==> src/rtl/imx_frame_decoder.sv <==
// Camera line/frame decoder: tracks VS/HS framing, locks onto a 4-byte line sync on lane 0,
// and qualifies active-line words while keeping line, pixel and frame statistics.
module imx_frame_decoder #(
    parameter int unsigned LANE_WIDTH   = 8,
    parameter int unsigned SYNC_TIMEOUT = 32,
    parameter logic [7:0]  SYNC_0       = 8'h7F,
    parameter logic [7:0]  SYNC_1       = 8'h80,
    parameter logic [7:0]  SYNC_2       = 8'h00,
    parameter logic [7:0]  SYNC_3       = 8'h40
) (
    input  logic                    i_cam_clk,
    input  logic                    i_cam_rst,
    input  logic                    i_enable,
    input  logic                    i_vs,
    input  logic                    i_hs,
    input  logic [8*LANE_WIDTH-1:0] i_raw_data,
    output logic [8*LANE_WIDTH-1:0] o_data,
    output logic                    o_data_valid,
    output logic                    o_frame_start,
    output logic                    o_frame_end,
    output logic                    o_line_start,
    output logic                    o_sync_error,
    output logic [15:0]             o_line_count,
    output logic [15:0]             o_pixel_count,
    output logic [31:0]             o_frame_count,
    output logic                    o_busy
);

    localparam int unsigned TW = $clog2(SYNC_TIMEOUT + 1);

    typedef enum logic [2:0] {StIdle, StFrame, StSync, StActive, StSkip} state_e;

    state_e                  state_q, state_d;
    logic                    vs_q, hs_q;
    logic [1:0]              sync_idx_q, sync_idx_d;
    logic [TW-1:0]           timeout_q, timeout_d, timeout_inc;
    logic [15:0]             word_cnt_q, word_cnt_d;
    logic [15:0]             line_count_q, line_count_d;
    logic [15:0]             pixel_count_q, pixel_count_d;
    logic [31:0]             frame_count_q, frame_count_d;
    logic [8*LANE_WIDTH-1:0] data_q, data_d;
    logic                    data_valid_q, data_valid_d;
    logic                    frame_start_q, frame_start_d;
    logic                    frame_end_q, frame_end_d;
    logic                    line_start_q, line_start_d;
    logic                    sync_error_q, sync_error_d;

    logic       vs_rise, vs_fall, hs_rise, hs_fall;
    logic       line_done, frame_done;
    logic [7:0] lane0, sync_exp;

    assign vs_rise = i_vs & ~vs_q;
    assign vs_fall = ~i_vs & vs_q;
    assign hs_rise = i_hs & ~hs_q;
    assign hs_fall = ~i_hs & hs_q;
    assign lane0   = i_raw_data[7:0];

    always_comb begin
        sync_exp = SYNC_0;
        unique case (sync_idx_q)
            2'd0: sync_exp = SYNC_0;
            2'd1: sync_exp = SYNC_1;
            2'd2: sync_exp = SYNC_2;
            2'd3: sync_exp = SYNC_3;
            default: sync_exp = SYNC_0;
        endcase
    end

    always_comb begin
        state_d       = state_q;
        sync_idx_d    = sync_idx_q;
        timeout_d     = timeout_q;
        word_cnt_d    = word_cnt_q;
        line_count_d  = line_count_q;
        pixel_count_d = pixel_count_q;
        frame_count_d = frame_count_q;
        data_d        = i_raw_data;
        data_valid_d  = 1'b0;
        frame_start_d = 1'b0;
        frame_end_d   = 1'b0;
        line_start_d  = 1'b0;
        sync_error_d  = 1'b0;
        timeout_inc   = timeout_q + TW'(1);
        line_done     = 1'b0;
        frame_done    = 1'b0;

        unique case (state_q)
            StIdle: begin
                if (vs_rise && i_enable) begin
                    state_d       = StFrame;
                    frame_start_d = 1'b1;
                    line_count_d  = '0;
                end
            end
            StFrame: begin
                // Frame end takes priority over a coincident line start.
                if (vs_fall) begin
                    frame_done = 1'b1;
                end else if (hs_rise) begin
                    state_d      = StSync;
                    sync_idx_d   = '0;
                    timeout_d    = '0;
                    line_start_d = 1'b1;
                end
            end
            StSync: begin
                if (vs_fall) begin
                    frame_done = 1'b1;
                end else if (hs_fall) begin
                    state_d      = StFrame;
                    sync_error_d = 1'b1;
                end else if (sync_idx_q == 2'd0) begin
                    if (lane0 == SYNC_0) begin
                        sync_idx_d = 2'd1;
                    end else begin
                        timeout_d = timeout_inc;
                        if (timeout_inc == TW'(SYNC_TIMEOUT)) begin
                            state_d      = StSkip;
                            sync_error_d = 1'b1;
                        end
                    end
                end else if (lane0 == sync_exp) begin
                    if (sync_idx_q == 2'd3) begin
                        state_d    = StActive;
                        word_cnt_d = '0;
                    end else begin
                        sync_idx_d = sync_idx_q + 2'd1;
                    end
                end else begin
                    state_d      = StSkip;
                    sync_error_d = 1'b1;
                end
            end
            StActive: begin
                if (vs_fall) begin
                    line_done  = 1'b1;
                    frame_done = 1'b1;
                end else if (hs_fall) begin
                    line_done = 1'b1;
                    state_d   = StFrame;
                end else if (i_hs) begin
                    data_valid_d = 1'b1;
                    word_cnt_d   = (word_cnt_q == 16'hFFFF) ? word_cnt_q : word_cnt_q + 16'd1;
                end
            end
            StSkip: begin
                if (vs_fall) begin
                    frame_done = 1'b1;
                end else if (hs_fall) begin
                    state_d = StFrame;
                end
            end
            default: state_d = StIdle;
        endcase

        if (line_done) begin
            pixel_count_d = word_cnt_q;
            line_count_d  = (line_count_q == 16'hFFFF) ? line_count_q : line_count_q + 16'd1;
        end
        if (frame_done) begin
            state_d       = StIdle;
            frame_end_d   = 1'b1;
            frame_count_d = frame_count_q + 32'd1;
        end
    end

    always_ff @(posedge i_cam_clk or posedge i_cam_rst) begin
        if (i_cam_rst) begin
            state_q       <= StIdle;
            vs_q          <= 1'b0;
            hs_q          <= 1'b0;
            sync_idx_q    <= '0;
            timeout_q     <= '0;
            word_cnt_q    <= '0;
            line_count_q  <= '0;
            pixel_count_q <= '0;
            frame_count_q <= '0;
            data_q        <= '0;
            data_valid_q  <= 1'b0;
            frame_start_q <= 1'b0;
            frame_end_q   <= 1'b0;
            line_start_q  <= 1'b0;
            sync_error_q  <= 1'b0;
        end else begin
            state_q       <= state_d;
            vs_q          <= i_vs;
            hs_q          <= i_hs;
            sync_idx_q    <= sync_idx_d;
            timeout_q     <= timeout_d;
            word_cnt_q    <= word_cnt_d;
            line_count_q  <= line_count_d;
            pixel_count_q <= pixel_count_d;
            frame_count_q <= frame_count_d;
            data_q        <= data_d;
            data_valid_q  <= data_valid_d;
            frame_start_q <= frame_start_d;
            frame_end_q   <= frame_end_d;
            line_start_q  <= line_start_d;
            sync_error_q  <= sync_error_d;
        end
    end

    assign o_data        = data_q;
    assign o_data_valid  = data_valid_q;
    assign o_frame_start = frame_start_q;
    assign o_frame_end   = frame_end_q;
    assign o_line_start  = line_start_q;
    assign o_sync_error  = sync_error_q;
    assign o_line_count  = line_count_q;
    assign o_pixel_count = pixel_count_q;
    assign o_frame_count = frame_count_q;
    assign o_busy        = (state_q != StIdle);

endmodule
==> config.mk <==
export PLATFORM = sky130hd
export DESIGN_NAME = imx_frame_decoder
export DESIGN_NICKNAME = d
export VERILOG_FILES = /design/src/rtl/imx_frame_decoder.sv
export SDC_FILE = /design/constraint.sdc
export NUM_CORES = 1
export LEC_CHECK = 0
export ABC_AREA = 1
export CORE_MARGIN = 2
export CORE_UTILIZATION = 35
export CTS_BUF_LIST = sky130_fd_sc_hd__clkbuf_8
export CTS_CLUSTER_SIZE = 12
export DETAILED_ROUTE_END_ITERATION = 7
export PLACE_DENSITY_LB_ADDON = 0.08
export SYNTH_ARGS = -nofsm -noshare
export SYNTH_HDL_FRONTEND = slang
export SYNTH_SLANG_ARGS = --single-unit
==> constraint.sdc <==
create_clock -name i_cam_clk -period 7.65 [get_ports i_cam_clk]
set_input_delay 2.295 -clock i_cam_clk [delete_from_list [all_inputs] [get_ports i_cam_clk]]
set_output_delay 2.295 -clock i_cam_clk [all_outputs]
set_load 0.02 [all_outputs]
==> flow_summary.ini <==
[logic_synthesis]
yosysWarnings = 0
yosys_most_used_dff = dfrtp_1
syn_avg_cell_area_um2 = 9.34
synth.most_common_cell = nand2_1
synthTopCellsByCount = nand2_1 (192), dfrtp_1 (162), inv_1 (69)
synth_nets = 824
synthArstFlopShare = 1.00
synth_edf_count = 0
ys_ff_latch = 162
synth.area.top_cells = dfrtp_1 (58%), nand2_1 (10%), nand3_1 (3.9%), xor2_1 (3.8%), inv_1 (3.7%)
netlist_area_um2 = 6980
synth_top_area_share = 0.581
synth_cell_types = 40
synth-seq-area-share = 0.581
synthCells = 747
yosys.area.top_type = dfrtp_1

[sta]
layout_min_cycle_time_ns = 4.16
fin_worst_hold_slack_ns = 0.491
max_freq_ghz = 0.240
rsz0062_at_grt = no
skew_ns = 0.0171
relSlewSlack = 0.376
post-route-period-util = 0.544
setup_slack_ns = 3.49
maxSlewViolCount = 0
finalHoldViolCount = 0
setup_tns_ns = 0
setup_violations = 0
worstMarginPinSlew_ns = 0.933

[cells_and_area]
drive_gt1_frac = 0.0640
diodes = 0
instances_no_fill = 1234
nets = 1033
multi_input_area_um2 = 2560
num-fill-cells = 1872
regArea_um2 = 4050
syn2layout_area_growth_pct = 39.0

[detailed_routing]
drtAntennaViolNets = 0
vias_per_cell = 4.59
vias = 5660
drc = 0
first_pass_iters = 4
wl_mm = 16.9
drt_iter0_drc = 278
routedWlPerCell_um = 13.7

[cts]
postCtsSetupRepairBufs = 0
cts.clk_slew.worst_paths_ns = 0.09
clockBufferDepth = 2
clkLatencyLatePin_ns = 0.45
clkSinkCount = 162
htree_levels = 4
holdBufCountCts = 0
cts_resized = 0
clockRootBuffer = clkbuf_8
cts_tree = done
cts_inserted_buffers = 17

[global_routing]
grt_pass1_wl_mm = 28.2
antenna_found_initial = 0
grt_pass1_vias = 5527
grt_max_degree = 63
grt_usage = 0.166
globalRouteOverflowTotal = 0

[pwr]
p_switching_mw = 0.726
p_leak_nw = 4.27
comb_power_share = 0.237
switching_share = 0.335
p_per_area_nw_per_um2 = 224
ir_drop_uv = 152
finalPower_mw = 2.17
p_int_mw = 1.44
sequentialPowerShare = 0.447
clkPwrFrac = 0.316

[floorplanning]
die_w_um = 145
dieArea_um2 = 21100
rows = 51
core_area_um2 = 19500
dieHeight_um = 145
ios = 203
initial_core_util = 0.357

[place]
dpl.hpwl_mm = 12.1
preCtsSetupSlack_ns = 3.16
io_buffers = 202
place.gp.congestion = 0.849
dpl.cell_count = 1202

[setup_path]
crit_type = reg2out
cp-end-kind = primary output
crit_fanout = 6
crit_arrival_ns = 1.87
crit_required_ns = 5.36
crit_path_start_kind = flip-flop

[outcome]
status = complete, no violations

[run]
max_cap_violations = 0

[worst_hold_path]
hp-class = reg2reg
sequential cells by signal, summed over array words and instances (netlist names):
signal         flops
hs_q               1
o_data            64
o_data_valid       1
o_frame_count     32
o_frame_end        1
o_frame_start      1
o_line_count      16
o_line_start       1
o_pixel_count     16
o_sync_error       1
state_q            3
sync_idx_q         2
timeout_q          6
vs_q               1
word_cnt_q        16
power groups by stage:
stage	Sequential [mW]	Combinational [mW]	Clock, mW
after floorplan	1.03	0.285	0
after global placement	0.988	0.519	0
after detailed placement	0.988	0.516	0
after CTS	0.972	0.519	0.714
after global routing	0.981	0.572	0.752
final	0.971	0.513	0.686
worst paths after layout:
| path | from | end | slack (ns) | cells after the start |
|---|---|---|---|---|
| setup / recovery | state_q[0] | o_busy | 3.49 | 3 |
| hold / removal | o_pixel_count[5] | o_pixel_count[5] | 0.49 | 2 |
| setup reg to reg | word_cnt_q[0] | word_cnt_q[14] | 5.17 | 9 |
| hold reg to reg | o_pixel_count[5] | o_pixel_count[5] | 0.49 | 2 |
| max in group asynchronous | i_cam_rst | word_cnt_q[7] | 4.28 | 3 |
| min in group asynchronous | i_cam_rst | o_data[29] | 2.28 | 2 |
cell type report:
| cell class | instances | share of cell area |
|---|---|---|
| flip-flops and latches | 162 | 0.418 |
| multi-input cells | 498 | 0.264 |
| well taps | 265 | 0.0342 |
| inverters | 73 | 0.0288 |
| clock inverters | 15 | 0.0205 |
| repair buffers | 204 | 0.210 |
| clock buffers | 17 | 0.0241 |
critical path: stages, from the launching register on:
cell and delay [ns]:
dfrtp_1 0.50, nor2_2 0.23, nand2_2 0.12, clkdlybuf4s50_1 0.58
cell families (layout without fill, tap and decap cells):
group | after synthesis | after routing | share of synthesized area
adders and majority gates | 8 | 8 | 0.0143
DFF | 162 | 162 | 0.581
AOI/OAI and AO/OA | 74 | 74 | 0.0572
buffers and inverters | 87 | 309 | 0.0513
xor gates and xnor gates | 43 | 43 | 0.0540
and+or+nand+nor | 373 | 373 | 0.242
cell usage in the layout (no fill, tap or decap), types with 4 or more instances in the layout:
| master | n |
|---|---|
| nor3_1 | 21 |
| clkdlybuf4s50_1 | 202 |
| inv_8 | 5 |
| nand3_1 | 54 |
| ha_1 | 8 |
| a21oi_1 | 8 |
| clkinv_4 | 4 |
| xnor2_1 | 13 |
| nor2_1 | 61 |
| o21ai_1 | 15 |
| nand2_1 | 192 |
| or2_2 | 5 |
| dfrtp_1 | 162 |
| o21ai_0 | 40 |
| inv_1 | 69 |
| nand4_1 | 19 |
| clkbuf_8 | 17 |
| xor2_1 | 30 |
metrics by stage:
| stage | area [um^2] | util |
|---|---|---|
| finish | 9700 | 0.497 |
| global route | 9700 | 0.497 |
| CTS | 9700 | 0.497 |
| detailed placement | 9270 | 0.475 |
| global placement | 9270 | 0.475 |
| floorplan | 6980 | - |
per-layer routing:
| metal | share of wire | up-vias | track usage | routed length [um] |
|---|---|---|---|---|
| li1 | - | 2826 | - | - |
| met1 | 0.46 | 2667 | 0.217 | 7790 |
| met2 | 0.47 | 150 | 0.271 | 7970 |
| met3 | 0.052 | 17 | 0.0381 | 874 |
| met4 | 0.016 | 0 | 0.0554 | 268 |
| met5 | 0 | - | 0 | 0 |
Power figures use the tool's default switching activity.
